**config.mk**
```make
export PLATFORM = sky130hd
export DESIGN_NAME = end_screen_fx
export DESIGN_NICKNAME = d
export VERILOG_FILES = /design/src/rtl/end_screen_fx.sv
export SDC_FILE = /design/constraint.sdc
export NUM_CORES = 1
export LEC_CHECK = 0
export ABC_AREA = 1
export BUFFER_PORTS_ARGS = -buffer_cell sky130_fd_sc_hd__buf_2
export CORE_ASPECT_RATIO = 1.75
export CORE_MARGIN = 8
export CORE_UTILIZATION = 57
export DETAILED_ROUTE_END_ITERATION = 8
export GPL_ROUTABILITY_DRIVEN = 0
export PLACE_DENSITY = 0.77
export RECOVER_POWER = 25
export SYNTH_ARGS = -nofsm -noshare
export SYNTH_HDL_FRONTEND = slang
export SYNTH_SLANG_ARGS = --single-unit
```
**constraint.sdc**
```tcl
create_clock -name clock -period 3.5 [get_ports clock]
set_input_delay 0.35 -clock clock [delete_from_list [all_inputs] [get_ports clock]]
set_output_delay 0.35 -clock clock [all_outputs]
set_load 0.01 [all_outputs]
```
**src/rtl/end_screen_fx.sv**
```systemverilog
`default_nettype none
// ============================================================================
//  Module      : end_screen_fx
//  Description : Animation and compositing engine for the 96x64 OLED
//                end-of-game screen. Combines a blinking glyph layer, a
//                static glyph layer and an LFSR-generated field of 2x2 stars
//                into one registered RGB565 pixel. The tick rate, blink
//                period, star refresh period, star count and LFSR seed are
//                all parameters.
//  Revision    : 1.0 - initial release
// ----------------------------------------------------------------------------
//  Ports
//    clock         in   1   system clock
//    reset_n       in   1   asynchronous active-low reset
//    restart       in   1   synchronous pulse, restarts the animation
//    pix_index     in  13   pixel index from the OLED driver
//    blink_mask    in   1   blinking-layer glyph hit for pix_index
//    static_mask   in   1   static-layer glyph hit for pix_index
//    blink_colour  in  16   RGB565 colour of the blinking layer
//    static_colour in  16   RGB565 colour of the static layer
//    oled_data     out 16   composed pixel, one cycle after pix_index
//    visible       out  1   blinking layer currently shown
//    regen_busy    out  1   star regeneration in progress
//    tick          out  1   one-cycle pulse per animation tick
// ============================================================================
module end_screen_fx #(
    parameter int          WIDTH       = 96,
    parameter int          HEIGHT      = 64,
    parameter int          TICK_CYCLES = 25000,
    parameter int          BLINK_TICKS = 240,
    parameter int          STAR_TICKS  = 1,
    parameter int          NUM_STARS   = 12,
    parameter logic [15:0] SEED        = 16'hACE1,
    parameter logic [15:0] STAR_COL_A  = 16'h07BF,
    parameter logic [15:0] STAR_COL_B  = 16'h97E0,
    parameter logic [15:0] BG_COL      = 16'h0000
) (
    input  logic        clock,
    input  logic        reset_n,
    input  logic        restart,
    input  logic [12:0] pix_index,
    input  logic        blink_mask,
    input  logic        static_mask,
    input  logic [15:0] blink_colour,
    input  logic [15:0] static_colour,
    output logic [15:0] oled_data,
    output logic        visible,
    output logic        regen_busy,
    output logic        tick
);

    // ------------------------------------------------------------------
    // Derived constants
    // ------------------------------------------------------------------
    localparam int TICK_W  = (TICK_CYCLES > 1) ? $clog2(TICK_CYCLES) : 1;
    localparam int BLINK_W = (BLINK_TICKS > 1) ? $clog2(BLINK_TICKS) : 1;
    localparam int STAR_W  = (STAR_TICKS  > 1) ? $clog2(STAR_TICKS)  : 1;
    localparam int IDX_W   = (NUM_STARS   > 1) ? $clog2(NUM_STARS)   : 1;

    localparam logic [TICK_W-1:0]  C_TICK_LAST  = TICK_W'(TICK_CYCLES - 1);
    localparam logic [BLINK_W-1:0] C_BLINK_LAST = BLINK_W'(BLINK_TICKS - 1);
    localparam logic [STAR_W-1:0]  C_STAR_LAST  = STAR_W'(STAR_TICKS - 1);
    localparam logic [IDX_W-1:0]   C_IDX_LAST   = IDX_W'(NUM_STARS - 1);

    // A zero seed would lock the LFSR at zero forever.
    localparam logic [15:0] C_SEED_EFF  = (SEED == 16'h0000) ? 16'h0001 : SEED;
    localparam logic [15:0] C_LFSR_TAPS = 16'hB400;

    // Stars are 2x2, so the top-left corner must stay one pixel away from
    // the right and bottom edges.
    localparam logic [6:0]  C_X_LAST    = 7'(WIDTH - 1);
    localparam logic [5:0]  C_Y_LAST    = 6'(HEIGHT - 1);
    localparam logic [5:0]  C_Y_CLAMP   = 6'(HEIGHT - 2);

    localparam logic [12:0] C_WIDTH13   = 13'(WIDTH);
    localparam logic [13:0] C_NPIX      = 14'(WIDTH * HEIGHT);

    // ------------------------------------------------------------------
    // Tick generator
    // ------------------------------------------------------------------
    logic [TICK_W-1:0] r_tick_cnt;

    always_ff @(posedge clock or negedge reset_n) begin
        if (!reset_n) begin
            r_tick_cnt <= '0;
            tick       <= 1'b0;
        end else if (restart) begin
            r_tick_cnt <= '0;
            tick       <= 1'b0;
        end else if (r_tick_cnt == C_TICK_LAST) begin
            r_tick_cnt <= '0;
            tick       <= 1'b1;
        end else begin
            r_tick_cnt <= r_tick_cnt + TICK_W'(1);
            tick       <= 1'b0;
        end
    end

    // ------------------------------------------------------------------
    // Blink and star-refresh dividers, both advanced by the tick pulse
    // ------------------------------------------------------------------
    logic [BLINK_W-1:0] r_blink_cnt;
    logic [STAR_W-1:0]  r_star_cnt;
    logic               w_regen_req;

    always_ff @(posedge clock or negedge reset_n) begin
        if (!reset_n) begin
            r_blink_cnt <= '0;
            r_star_cnt  <= '0;
            visible     <= 1'b0;
        end else if (restart) begin
            r_blink_cnt <= '0;
            r_star_cnt  <= '0;
            visible     <= 1'b1;
        end else if (tick) begin
            if (r_blink_cnt == C_BLINK_LAST) begin
                r_blink_cnt <= '0;
                visible     <= ~visible;
            end else begin
                r_blink_cnt <= r_blink_cnt + BLINK_W'(1);
            end

            if (r_star_cnt == C_STAR_LAST) begin
                r_star_cnt <= '0;
            end else begin
                r_star_cnt <= r_star_cnt + STAR_W'(1);
            end
        end
    end

    // Restart wins over a coincident tick, so the request is suppressed.
    assign w_regen_req = tick && !restart && (r_star_cnt == C_STAR_LAST);

    // ------------------------------------------------------------------
    // Regeneration FSM
    // ------------------------------------------------------------------
    typedef enum logic [0:0] {
        ST_IDLE  = 1'b0,
        ST_REGEN = 1'b1
    } state_t;

    state_t           r_state;
    state_t           w_state_next;
    logic             r_boot;       // forces one regeneration after reset
    logic [IDX_W-1:0] r_idx;
    logic             w_last;

    assign w_last = (r_idx == C_IDX_LAST);

    always_ff @(posedge clock or negedge reset_n) begin
        if (!reset_n) begin
            r_state <= ST_IDLE;
        end else begin
            r_state <= w_state_next;
        end
    end

    always_comb begin
        w_state_next = r_state;
        case (r_state)
            ST_IDLE: begin
                // Requests only land here; one arriving mid-regeneration
                // is simply lost.
                if (restart || w_regen_req || r_boot) begin
                    w_state_next = ST_REGEN;
                end
            end
            ST_REGEN: begin
                if (restart) begin
                    w_state_next = ST_REGEN;
                end else if (w_last) begin
                    w_state_next = ST_IDLE;
                end
            end
            default: w_state_next = ST_IDLE;
        endcase
    end

    assign regen_busy = (r_state == ST_REGEN);

    // ------------------------------------------------------------------
    // LFSR and star table
    // ------------------------------------------------------------------
    logic [15:0] r_lfsr;
    logic [15:0] w_lfsr_next;
    logic [6:0]  w_new_x;
    logic [5:0]  w_new_y;
    logic        r_stars_valid;
    logic [6:0]  r_star_x [NUM_STARS];
    logic [5:0]  r_star_y [NUM_STARS];

    // Galois form, shifting right.
    assign w_lfsr_next = r_lfsr[0] ? ((r_lfsr >> 1) ^ C_LFSR_TAPS) : (r_lfsr >> 1);

    // Fold raw LFSR bits into legal top-left star coordinates.
    assign w_new_x = (r_lfsr[6:0] >= C_X_LAST) ? (r_lfsr[6:0] - C_X_LAST) : r_lfsr[6:0];
    assign w_new_y = (r_lfsr[12:7] == C_Y_LAST) ? C_Y_CLAMP : r_lfsr[12:7];

    always_ff @(posedge clock or negedge reset_n) begin
        if (!reset_n) begin
            r_boot        <= 1'b1;
            r_idx         <= '0;
            r_lfsr        <= C_SEED_EFF;
            r_stars_valid <= 1'b0;
            for (int k = 0; k < NUM_STARS; k++) begin
                r_star_x[k] <= '0;
                r_star_y[k] <= '0;
            end
        end else begin
            r_boot <= 1'b0;
            if (restart) begin
                // Aborts any regeneration in flight and starts over from
                // the seed; no star is written in this cycle.
                r_idx         <= '0;
                r_lfsr        <= C_SEED_EFF;
                r_stars_valid <= 1'b0;
            end else if (r_state == ST_IDLE) begin
                if (w_regen_req || r_boot) begin
                    r_idx         <= '0;
                    r_stars_valid <= 1'b0;
                end
            end else begin
                // The LFSR keeps running across regenerations so each new
                // star field differs from the previous one.
                r_star_x[r_idx] <= w_new_x;
                r_star_y[r_idx] <= w_new_y;
                r_lfsr          <= w_lfsr_next;
                if (w_last) begin
                    r_stars_valid <= 1'b1;
                end else begin
                    r_idx <= r_idx + IDX_W'(1);
                end
            end
        end
    end

    // ------------------------------------------------------------------
    // Star hit test for the current pixel
    // ------------------------------------------------------------------
    logic [12:0]          w_px;
    logic [12:0]          w_py;
    logic [NUM_STARS-1:0] w_hit;
    logic                 w_star_hit;
    logic                 w_star_odd;

    assign w_px = pix_index % C_WIDTH13;
    assign w_py = pix_index / C_WIDTH13;

    generate
        for (genvar k = 0; k < NUM_STARS; k++) begin : g_star
            logic [12:0] w_sx;
            logic [12:0] w_sy;
            assign w_sx     = {6'd0, r_star_x[k]};
            assign w_sy     = {7'd0, r_star_y[k]};
            assign w_hit[k] = (w_px >= w_sx) && (w_px <= w_sx + 13'd1) &&
                              (w_py >= w_sy) && (w_py <= w_sy + 13'd1);
        end
    endgenerate

    // Scan from the top index down so the lowest hitting star decides
    // the colour.
    always_comb begin
        w_star_hit = 1'b0;
        w_star_odd = 1'b0;
        for (int k = NUM_STARS - 1; k >= 0; k--) begin
            if (w_hit[k]) begin
                w_star_hit = 1'b1;
                w_star_odd = ((k % 2) != 0);
            end
        end
    end

    // ------------------------------------------------------------------
    // Output compositing
    // ------------------------------------------------------------------
    always_ff @(posedge clock or negedge reset_n) begin
        if (!reset_n) begin
            oled_data <= BG_COL;
        end else if ({1'b0, pix_index} >= C_NPIX) begin
            oled_data <= BG_COL;
        end else if (visible && blink_mask) begin
            oled_data <= blink_colour;
        end else if (static_mask) begin
            oled_data <= static_colour;
        end else if (r_stars_valid && w_star_hit) begin
            oled_data <= w_star_odd ? STAR_COL_B : STAR_COL_A;
        end else begin
            oled_data <= BG_COL;
        end
    end

endmodule
`default_nettype wire

```
==> metrics.txt, run 1 <==
Distinct cells, synth=56; width of the die=152 µm; ys async rst share=100%; Placed Instances=around 2,900; Psw=about 0.0045 W; top routing layer used=met4; latest clock arrival within the worst-skew pair=0.54 ns; Diodes inserted=0; final WL=54.8 mm; CP arrival=roughly 4.5 ns; wl on met1=19.5 mm; number of synthesized flops with an enable pin=0; die area=slightly below 40,000 µm²; warning count from the yosys run=0; Synth Flop Type=dfrtp_1; Worst path slowest cell=ha_4; switch share=around 40%; Mapped Cells=about 2,300; Rel. slew slack=-26.2%; H-tree levels=1; final slew viol count=70; Final Setup Violations=13; Pre-antenna DRT Iters=7; Area growth syn-to-layout=17.4%; Max clock buf depth=3; Logic pwr share=a little under half; most frequent cells after synthesis=379 x nand2_1, 352 x ha_1, 323 x inv_1, 231 x o21ai_0, 211 x dfrtp_1; clock share of power=a little under a quarter; ranking of synthesized cells by area=dfrtp_1 29%, ha_1 24%, nand2_1 7.7%; fmax=between 0.2 and 0.25 GHz; post-route worst setup slack=-0.618 ns; Synth Area per Inst=around 8 µm²; Post-DP HPWL=approximately 40 mm; post-route ant nets=0; Tcrit/Tclk final=118%; Rows=87; max cap viols=1; final hold vios=0; sequential fraction of the synthesis area=between 20% and 30%; Lkg Pwr=~11 nW; CP peak stage delay=around 0.21 ns; drt drc=0; drt wl/cell=18.8 µm; most common cell in the netlist=nand2_1; Critical Path End Type=flip-flop; Num CTS Buffers=24; clock slew at reported path FFs=~0.07 ns; fin util=67.7%; clk_skew=0.0146 ns; HP Class=in -> reg; Startpoint Class=primary input; minimum clock period=between 4 and 5 ns; sequential share of power=between 30 and 40%; first-pass GRT wire length=about 87 mm; leading area contributor after synthesis=dfrtp_1; Synth top area share=between 20 and 30%; share of cells above drive strength 1=between 10% and 20%; Post-Layout Cell Count=just under 3,000; gr ovfl total=0; IO buf count=68; Seq cells post-synth=220; largest fanout on the critical path=7; DIE HEIGHT=about 250 µm; vias in the first global route=17,800; Worst EP required=slightly below 4 ns; CP Class=in -> reg; top-level port count=roughly 70; total vias in the final route=about 17,000; largest net degree at the start of global routing=slightly above 80; root buffer cell=clkbuf_16; Int Power=approximately 0.0067 W; gr usage total=between 20% and 30%; initial antenna violation count=0; RSZ-0062 raised after global routing=true; failing checks=capacitance limit, slew limit, setup timing; met3 routed WL=between 2 and 3 mm; CTS tree=built; drt initial violations=~850; CORE AREA=around 32,000 µm²; status=finished, violations left; peak supply drop=0.000356 V; final net count=2,903; Setup Slack @ Placement=-1.40 ns; Via density=roughly 6; clk sink count=220; starting density of the core=57.7%; Worst-Margin Slew=around 1.9 ns; Post-Syn Area=18,500 µm²; Cell Pwr Density=516 nW/µm²; metal2 WL=27.2 mm
[cells in the final DEF (no fill, tap or decap), drive strengths merged, types with 4 or more instances in the layout]
cell / Yosys / routed
a2111oi: 4 / 4
nand3: 116 / 116
inv: 327 / 326
a211oi: 11 / 11
a21oi: 120 / 120
ha: 352 / 352
nor2: 131 / 131
xnor2: 25 / 25
o211ai: 4 / 4
dfstp: 9 / 9
a21boi: 9 / 9
dfrtp: 211 / 211
xor2: 96 / 96
nand4: 28 / 28
a22oi: 6 / 6
clkinv: 3 / 6
o31ai: 6 / 6
or2: 12 / 12
o21ai: 247 / 247
nor3: 48 / 48
nand2: 387 / 388
clkbuf: 36 / 38
o21bai: 16 / 16
o22ai: 11 / 11
conb: 1 / 13
buf: 4 / 189
o21a: 60 / 60
[kinds of logic (layout without fill, tap and decap cells)]
family                   after synthesis  after routing  synth area share, %
AND/OR/NAND/NOR                      733            734                 17.0
AO/OA/AOI/OAI                        513            513                 16.1
buffers and inverters                370            565                 7.58
adder cells (fa/ha/maj)              352            352                 23.8
flip-flops                           220            220                 29.8
XOR/XNOR                             121            121                 5.72
other                                  1             13               0.0203
[stage by stage]
stage	setup TNS, ns	hold slack, ns	instance area [µm²]	total power, W
2_1_floorplan	-11.98	0.0544	18700	0.00662
3_3_place_gp	-15.03	0.354	20400	0.00796
3_5_place_dp	-17.97	0.358	20400	0.00823
4_1_cts	-6.14	0.0412	21500	0.0111
5_1_grt	-10.64	0.0656	21700	0.0121
6_report	-7.56	0.0589	21700	0.0112
[final timing paths]
| check | startpoint | end | slack (ns) | depth (start not counted) |
|---|---|---|---|---|
| max in group asynchronous | reset_n | g_star[4].w_sy[0] | 0.62 | 3 |
| hold / removal | blink_colour[14] | oled_data[14] | 0.06 | 3 |
| setup / recovery | pix_index[12] | oled_data[5] | -0.62 | 39 |
| min in group asynchronous | reset_n | g_star[0].w_sx[0] | 0.87 | 2 |
| hold reg to reg | r_tick_cnt[14] | r_tick_cnt[14] | 0.47 | 1 |
| setup reg to reg | g_star[10].w_sx[2] | oled_data[12] | 0.12 | 22 |
[area by class of cell]
cell class / instances / area (µm²)
Inverter: 330 / 1260
Timing Repair Buffer: 192 / 1450
Multi-Input combinational cell: 1733 / 12200
Fill cell: 2512 / 10400
Clock buffer: 36 / 727
Tap cell: 400 / 500
Clock inverter: 7 / 90.1
Sequential cell: 220 / 5520
[power groups by stage]
stage	Combinational, W	Clock (W)	Sequential, W
6_report	0.00508	0.00268	0.00346
5_1_grt	0.00575	0.00280	0.00352
4_1_cts	0.00495	0.00271	0.00345
3_5_place_dp	0.00474	0	0.00349
3_3_place_gp	0.00450	0	0.00346
2_1_floorplan	0.00325	0	0.00337
[what timing repair did]
| item | CTS | global route |
|---|---|---|
| endpoints found under the hold margin | 68 | 0 |
| cloned | 1 | 0 |
| gates resized for setup | 63 | 43 |
| buffers inserted | 9 | 3 |
| setup endpoints to repair | 13 | 13 |
| hold buffers | 1 | 0 |
| pin swaps | 43 | 36 |
[critical path, delay by kind of cell]
family | cells | cell delay, ns
simple gates | 23 | 2.05
compound gates | 8 | 1.11
buf+inv | 7 | 0.78
fa+ha+maj | 1 | 0.21
[flip-flops by register name, indices dropped and copies added (netlist names)]
name           flops
r_stars_valid      1
r_tick_cnt        15
r_boot             1
g_star.w_sy       72
regen_busy         1
r_idx              4
g_star.w_sx       84
r_blink_cnt        8
r_lfsr            16
oled_data         16
tick               1
visible            1
[layer usage]
metal	track usage (%)	up-vias
li1	-	8185
met1	27.8	8112
met2	50.9	570
met3	3.55	243
met4	24.4	0
met5	0	-
Note: power is estimated with default switching activity, not from simulation.
==> run 2: changes to the inputs <==
SLEW_MARGIN = 15   (was not set)
TNS_END_PERCENT = 5   (was not set)
==> run 2 against run 1 <==
Net effect:
- the flow still finishes with violations (capacitance limit, slew limit, setup timing)
- clock power down 7%
- total power down 2.4%
- setup slack worse by 0.22 ns
- cell count about the same
- critical endpoint is now oled_data[6]
- global-route usage down 1.1 points
- sequential power about the same
- combinational power down 2%
- non-clock buffer count down 1
- design area down 0.53%
- largest power group unchanged
- clock skew up 0.0089 ns
- routed wire length down 4.5%
==> metrics.txt, run 2 (synthesized netlist as in run 1, its figures left out) <==
most frequent cells in the layout=361 x nand2_1, 349 x ha_1, 318 x inv_1, 225 x o21ai_0, 211 x dfrtp_1; largest net degree at the start of global routing=98 (+18%); Worst EP required=3.88 ns (about the same); flop-to-flop setup slack=0.11 ns (about the same); final setup TNS=-10.57 ns (-3.02 ns); CP peak stage delay=0.30 ns (+0.09 ns); gr usage total=26.7% (-1.1 points); final WL=52.3 mm (-4.5%); starting density of the core=57.7% (unchanged); Rows=87 (unchanged); largest fanout on the critical path=7 (unchanged); clk_skew=0.0235 ns (+0.00888 ns); total vias in the final route=17,000 (-0.60%); RSZ-0062 raised after global routing=true; status=finished, violations left; Largest register FFs=84 (unchanged); r2r endpoint=oled_data[6]; first-pass GRT wire length=84.6 mm (-2.8%); clk sink count=220 (unchanged); Cell Pwr Density=506 nW/µm² (-1.9%); vias in the first global route=17,600 (-1.2%); Via density=5.83 (-0.53%); # fillers=2,584 (+2.9%); CP Class=in -> reg; drt wl/cell=17.9 µm (-4.4%); WHS Endpoint=oled_data[11]; die area=38,700 µm² (unchanged); Tcrit/Tclk final=124% (+6.3 points); peak supply drop=0.000392 V (+10%); share of cells above drive strength 1=13.7% (about the same); H-tree levels=1 (unchanged); fmax=0.230 GHz (-5.1%); minimum clock period=4.34 ns (+0.221 ns); Final Setup Violations=13 (unchanged); width of the die=152 µm (unchanged); max cap viols=1 (unchanged); drt drc=0 (unchanged); initial antenna violation count=0 (unchanged); final net count=2,901 (-0.069%); Startpoint Class=primary input; hold depth=3 (unchanged); Worst-Margin Slew=2.79 ns (+0.893 ns); root buffer cell=clkbuf_16; Num CTS Buffers=23 (-4.2%); Setup Slack @ Placement=-1.43 ns (-0.0316 ns); Worst path slowest cell=ha_1; Rel. slew slack=-85.7% (-60 points); failing checks=capacitance limit, slew limit, setup timing; clock slew at reported path FFs=0.07 ns (about the same); CTS tree=built; Crit path buffers/inverters=8 (+1); final slew viol count=46 (-34%); latest clock arrival within the worst-skew pair=0.54 ns (about the same); Worst R2R Start=g_star[11].w_sx[0]; Max clock buf depth=3 (unchanged); Post-DP HPWL=38.5 mm (-1.3%); post-route ant nets=0 (unchanged); Hold Crit Start=blink_colour[11]; worst hold margin=0.0521 ns (-0.00681 ns); DIE HEIGHT=254 µm (unchanged); Pre-antenna DRT Iters=5 (-2); HP Class=in -> reg; drt initial violations=776 (-8.3%); Diodes inserted=0 (unchanged); CP arrival=4.72 ns (+0.21 ns); gr ovfl total=0 (unchanged); top-level port count=69 (unchanged); Critical Path End Type=flip-flop; Lkg Pwr=10.8 nW (-0.27%); final hold vios=0 (unchanged); reg2reg path depth=24 (+9.1%); post-route worst setup slack=-0.839 ns (-0.221 ns); CORE AREA=32,100 µm² (unchanged); Area growth syn-to-layout=16.8%; Placed Instances=2,852 (-0.31%); IO buf count=68 (unchanged); family with the most delay on the worst path=simple AND/OR/NAND/NOR gates; Post-Layout Cell Count=2,916 (-0.069%); most common cell after layout, fill and taps aside=nand2_1
==> run 2: cell types whose count changed in the layout (fill, tap and decap cells not counted), sizes merged <==
cell,previous run,this run
bufinv,2,1
inv,326,328
clkbuf,38,35
clkinv,6,8
buf,189,187
==> run 2: worst max-delay path by stage <==
stage	cells after the start	from	endpoint	slack, ns
final	34	pix_index[10]	oled_data[6]	-0.84
after global routing	34	pix_index[10]	oled_data[4]	-0.96
after CTS	32	pix_index[12]	oled_data[7]	-0.65
after detailed placement	34	pix_index[12]	oled_data[0]	-1.43
after global placement	35	pix_index[12]	oled_data[1]	-1.19
after floorplan	37	pix_index[11]	oled_data[12]	-1.02
==> run 2: area by class of cell <==
cell class,count,area [µm²],area share (%)
clock buffer,32,669,3.10
tap,400,500,2.31
clock inverter,10,87.6,0.405
timing repair buffer,191,1450,6.69
sequential,220,5520,25.5
inverter,330,1260,5.83
multi-input combinational,1733,12100,56.2
==> run 2: metal layers <==
layer  global-route usage, %  vias up  wire length (µm)
met5                       0        -                 0
met4                    17.6        0              3350
met3                    3.48      233              2760
met2                    51.0      551             27000
met1                    27.0     8055             19200
li1                        -     8168                 -
==> run 2: worst register-to-register path: cells and delay by family (launching register included) <==
| family | cells | cell delay (ns) |
|---|---|---|
| AO/OA/AOI/OAI | 4 | 0.93 |
| XOR/XNOR | 1 | 0.18 |
| adder cells (fa/ha/maj) | 2 | 0.50 |
| flip-flops | 1 | 0.41 |
| AND/OR/NAND/NOR | 17 | 1.29 |
==> run 2: per-stage QoR <==
step	total power, W	area [µm²]	utilization [%]
after floorplan	0.00662	18700	-
after global placement	0.00791	20300	63.1
after detailed placement	0.00821	20300	63.1
after CTS	0.0108	21400	66.5
after global routing	0.0118	21600	67.3
final	0.0109	21600	67.3
==> run 2: where the power goes <==
group	total, W	internal [W]	switching, W
sequential	0.00347	0.00300	0.000476
clock	0.00250	0.00142	0.00108
combinational	0.00497	0.00215	0.00281
==> run 2: what timing repair did <==
| action | 4_1_cts | 5_1_grt |
|---|---|---|
| pin swaps | 30 | 49 |
| setup buffers | 12 | 8 |
| gates cloned | 1 | 0 |
| hold buffers | 1 | 0 |
| setup endpoints to repair | 13 | 13 |
| gates resized for setup | 58 | 53 |
| hold endpoints to repair | 42 | 0 |
==> run 3: changes to the inputs <==
CELL_PAD_IN_SITES_DETAIL_PLACEMENT = 1   (was not set)
CELL_PAD_IN_SITES_GLOBAL_PLACEMENT = 1   (was not set)
CORE_UTILIZATION = 48   (was 57)
PLACE_DENSITY = 0.84   (was 0.77)
==> run 3 against run 2 <==
Net effect:
- the flow still finishes with violations (capacitance limit, slew limit, setup timing)
- total power rose by 7.7%
- setup slack got worse by 0.10 ns
- sequential power is essentially flat
- clock skew is 0.0082 ns higher
- design area is 1.8% higher
- via count is 5.9% higher
- first-iteration DRC count is 12% higher
- largest cell class unchanged
- highest routed layer unchanged
==> metrics.txt, run 3 (synthesized netlist as in run 1, its figures left out) <==
RSZ-0062 raised after global routing=true; # fillers=4,603 (+78%); max cap viols=1 (unchanged); total vias in the final route=18,000 (+5.9%); gr ovfl total=0 (unchanged); first-pass GRT wire length=105 mm (+25%); post-route worst setup slack=-0.942 ns (-0.103 ns); latest clock arrival within the worst-skew pair=0.57 ns (+0.03 ns); Diodes inserted=0 (unchanged); Startpoint Class=primary input; clk sink count=220 (unchanged); width of the die=164 µm (+8.0%); Rel. slew slack=-63.4% (+22 points); initial antenna violation count=0 (unchanged); Tcrit/Tclk final=127% (+2.9 points); Lkg Pwr=10.9 nW (+1.3%); IO buf count=68 (unchanged); clk_skew=0.0317 ns (+0.00816 ns); final net count=2,916 (+0.52%); largest net degree at the start of global routing=84 (-14%); Via density=5.97 (+2.3%); cell area after placement=20,500 µm² (+1.0%); Post-DP HPWL=47.1 mm (+22%); Num CTS Buffers=24 (+4.3%); Layout Cell Area excl Fill=22,000 µm² (+1.8%); CTS tree=built; drt wl/cell=23.0 µm (+28%); die area=45,400 µm² (+17%); worst hold margin=0.0421 ns (-0.00999 ns); CP arrival=4.85 ns (+0.13 ns); failing checks=capacitance limit, slew limit, setup timing; final WL=69.4 mm (+33%); fmax=0.225 GHz (-2.3%); sequential cell area=5520 µm² (unchanged); DIE HEIGHT=276 µm (+8.4%); starting density of the core=48.4% (-9.3 points); CP Class=in -> reg; vias in the first global route=20,400 (+16%); hold depth=3 (unchanged); final slew viol count=83 (+80%); CORE AREA=38,300 µm² (+19%); share of cells above drive strength 1=14.4% (+0.74 points); Cell Pwr Density=535 nW/µm² (+5.7%); Area growth syn-to-layout=19.0%; Worst-Margin Slew=2.45 ns (-0.334 ns); peak supply drop=0.000437 V (+12%); reg2reg path depth=21 (-13%); minimum clock period=4.44 ns (+0.103 ns); Rows=95 (+9.2%); largest fanout on the critical path=5 (-2); Pre-antenna DRT Iters=5 (unchanged); Worst EP required=3.91 ns (+0.03 ns); Critical Path End Type=flip-flop; Max clock buf depth=3 (unchanged); top-level port count=69 (unchanged); CP peak stage delay=0.37 ns (+0.07 ns); Largest register FFs=84 (unchanged); drt initial violations=872 (+12%); gr usage total=29.4% (+2.7 points); clock slew at reported path FFs=0.07 ns (about the same); final hold vios=0 (unchanged); root buffer cell=clkbuf_16; post-route ant nets=0 (unchanged); area of the multi-input gates=12,200 µm² (+0.29%); fin util=57.5% (-9.8 points); status=finished, violations left; most frequent cells in the layout=359 x nand2_1, 349 x ha_1, 317 x inv_1, 223 x o21ai_0, 211 x dfrtp_1; most common cell after layout, fill and taps aside=nand2_1; CP dominant cell by count=nand2_1; Worst path slowest cell=o311a_1; H-tree levels=1 (unchanged); Final Setup Violations=13 (unchanged); drt drc=0 (unchanged); HP Class=in -> reg
## run 3: cell types whose count changed in the layout (fill, tap and decap cells not counted), moves of 3 or more
cell,previous run,this run
buf_4,106,118
inv_6,3,0
o21ai_4,1,4
nand3_1,96,99
bufinv_16,1,4
nand2_4,7,11
o21ai_2,9,6
## run 3: where the power goes
part / leakage [nW] / internal, W / total [W] / switching (W)
Sequential: 2.61 / 0.00300 / 0.00348 / 0.000482
Combinational: 7.90 / 0.00224 / 0.00542 / 0.00318
Clock: 0.428 / 0.00169 / 0.00288 / 0.00119
## run 3: path summary, 6_finish.rpt
check                                  start                 end  slack (ns)
setup / recovery               pix_index[10]        oled_data[6]       -0.94
hold / removal              blink_colour[14]       oled_data[14]        0.04
setup reg to reg           g_star[9].w_sy[0]       oled_data[12]       -0.22
hold reg to reg               r_tick_cnt[14]      r_tick_cnt[14]        0.46
max in group asynchronous            reset_n           r_lfsr[2]        0.43
min in group asynchronous            reset_n  g_star[10].w_sx[2]        1.06
## run 3: critical path: cells and delay by family
family | cells | cell delay, ns
buffers and inverters | 9 | 1.05
AND/OR/NAND/NOR | 25 | 2.61
adder cells (fa/ha/maj) | 1 | 0.31
AO/OA/AOI/OAI | 3 | 0.50
## run 3: layout make-up
type | count | area share [%]
clock buffer | 32 | 3.14
clock inverter | 12 | 0.807
inverter | 330 | 5.73
multi-input combinational | 1733 | 55.3
sequential | 220 | 25.1
tap | 485 | 2.76
timing repair buffer | 205 | 7.21
## run 3: timing repair
action	in CTS	in global routing
endpoints found under the setup margin	13	13
hold endpoints to repair	80	0
setup buffers	15	4
gates cloned	2	0
hold buffers	1	0
pin swaps	38	34
resized for setup	78	39
## run 3: metrics by stage
step	TNS (ns)	total power (W)	instances	worst slack [ns]
2_1_floorplan	-13.14	0.00662	2322	-1.02
3_3_place_gp	-15.74	0.00805	2951	-1.23
3_5_place_dp	-19.85	0.00851	2951	-1.56
4_1_cts	-7.40	0.0116	3013	-0.600
5_1_grt	-14.23	0.0126	3017	-1.10
6_report	-11.43	0.0118	3017	-0.942
## run 3: routing by layer
layer  vias up  routed length, µm  track usage, %
met2       599              36100            54.7
met3       376               3480            4.48
met1      8847              23700            28.2
met5         -                  0               0
li1       8187                  -               -
met4         0               6120            22.8
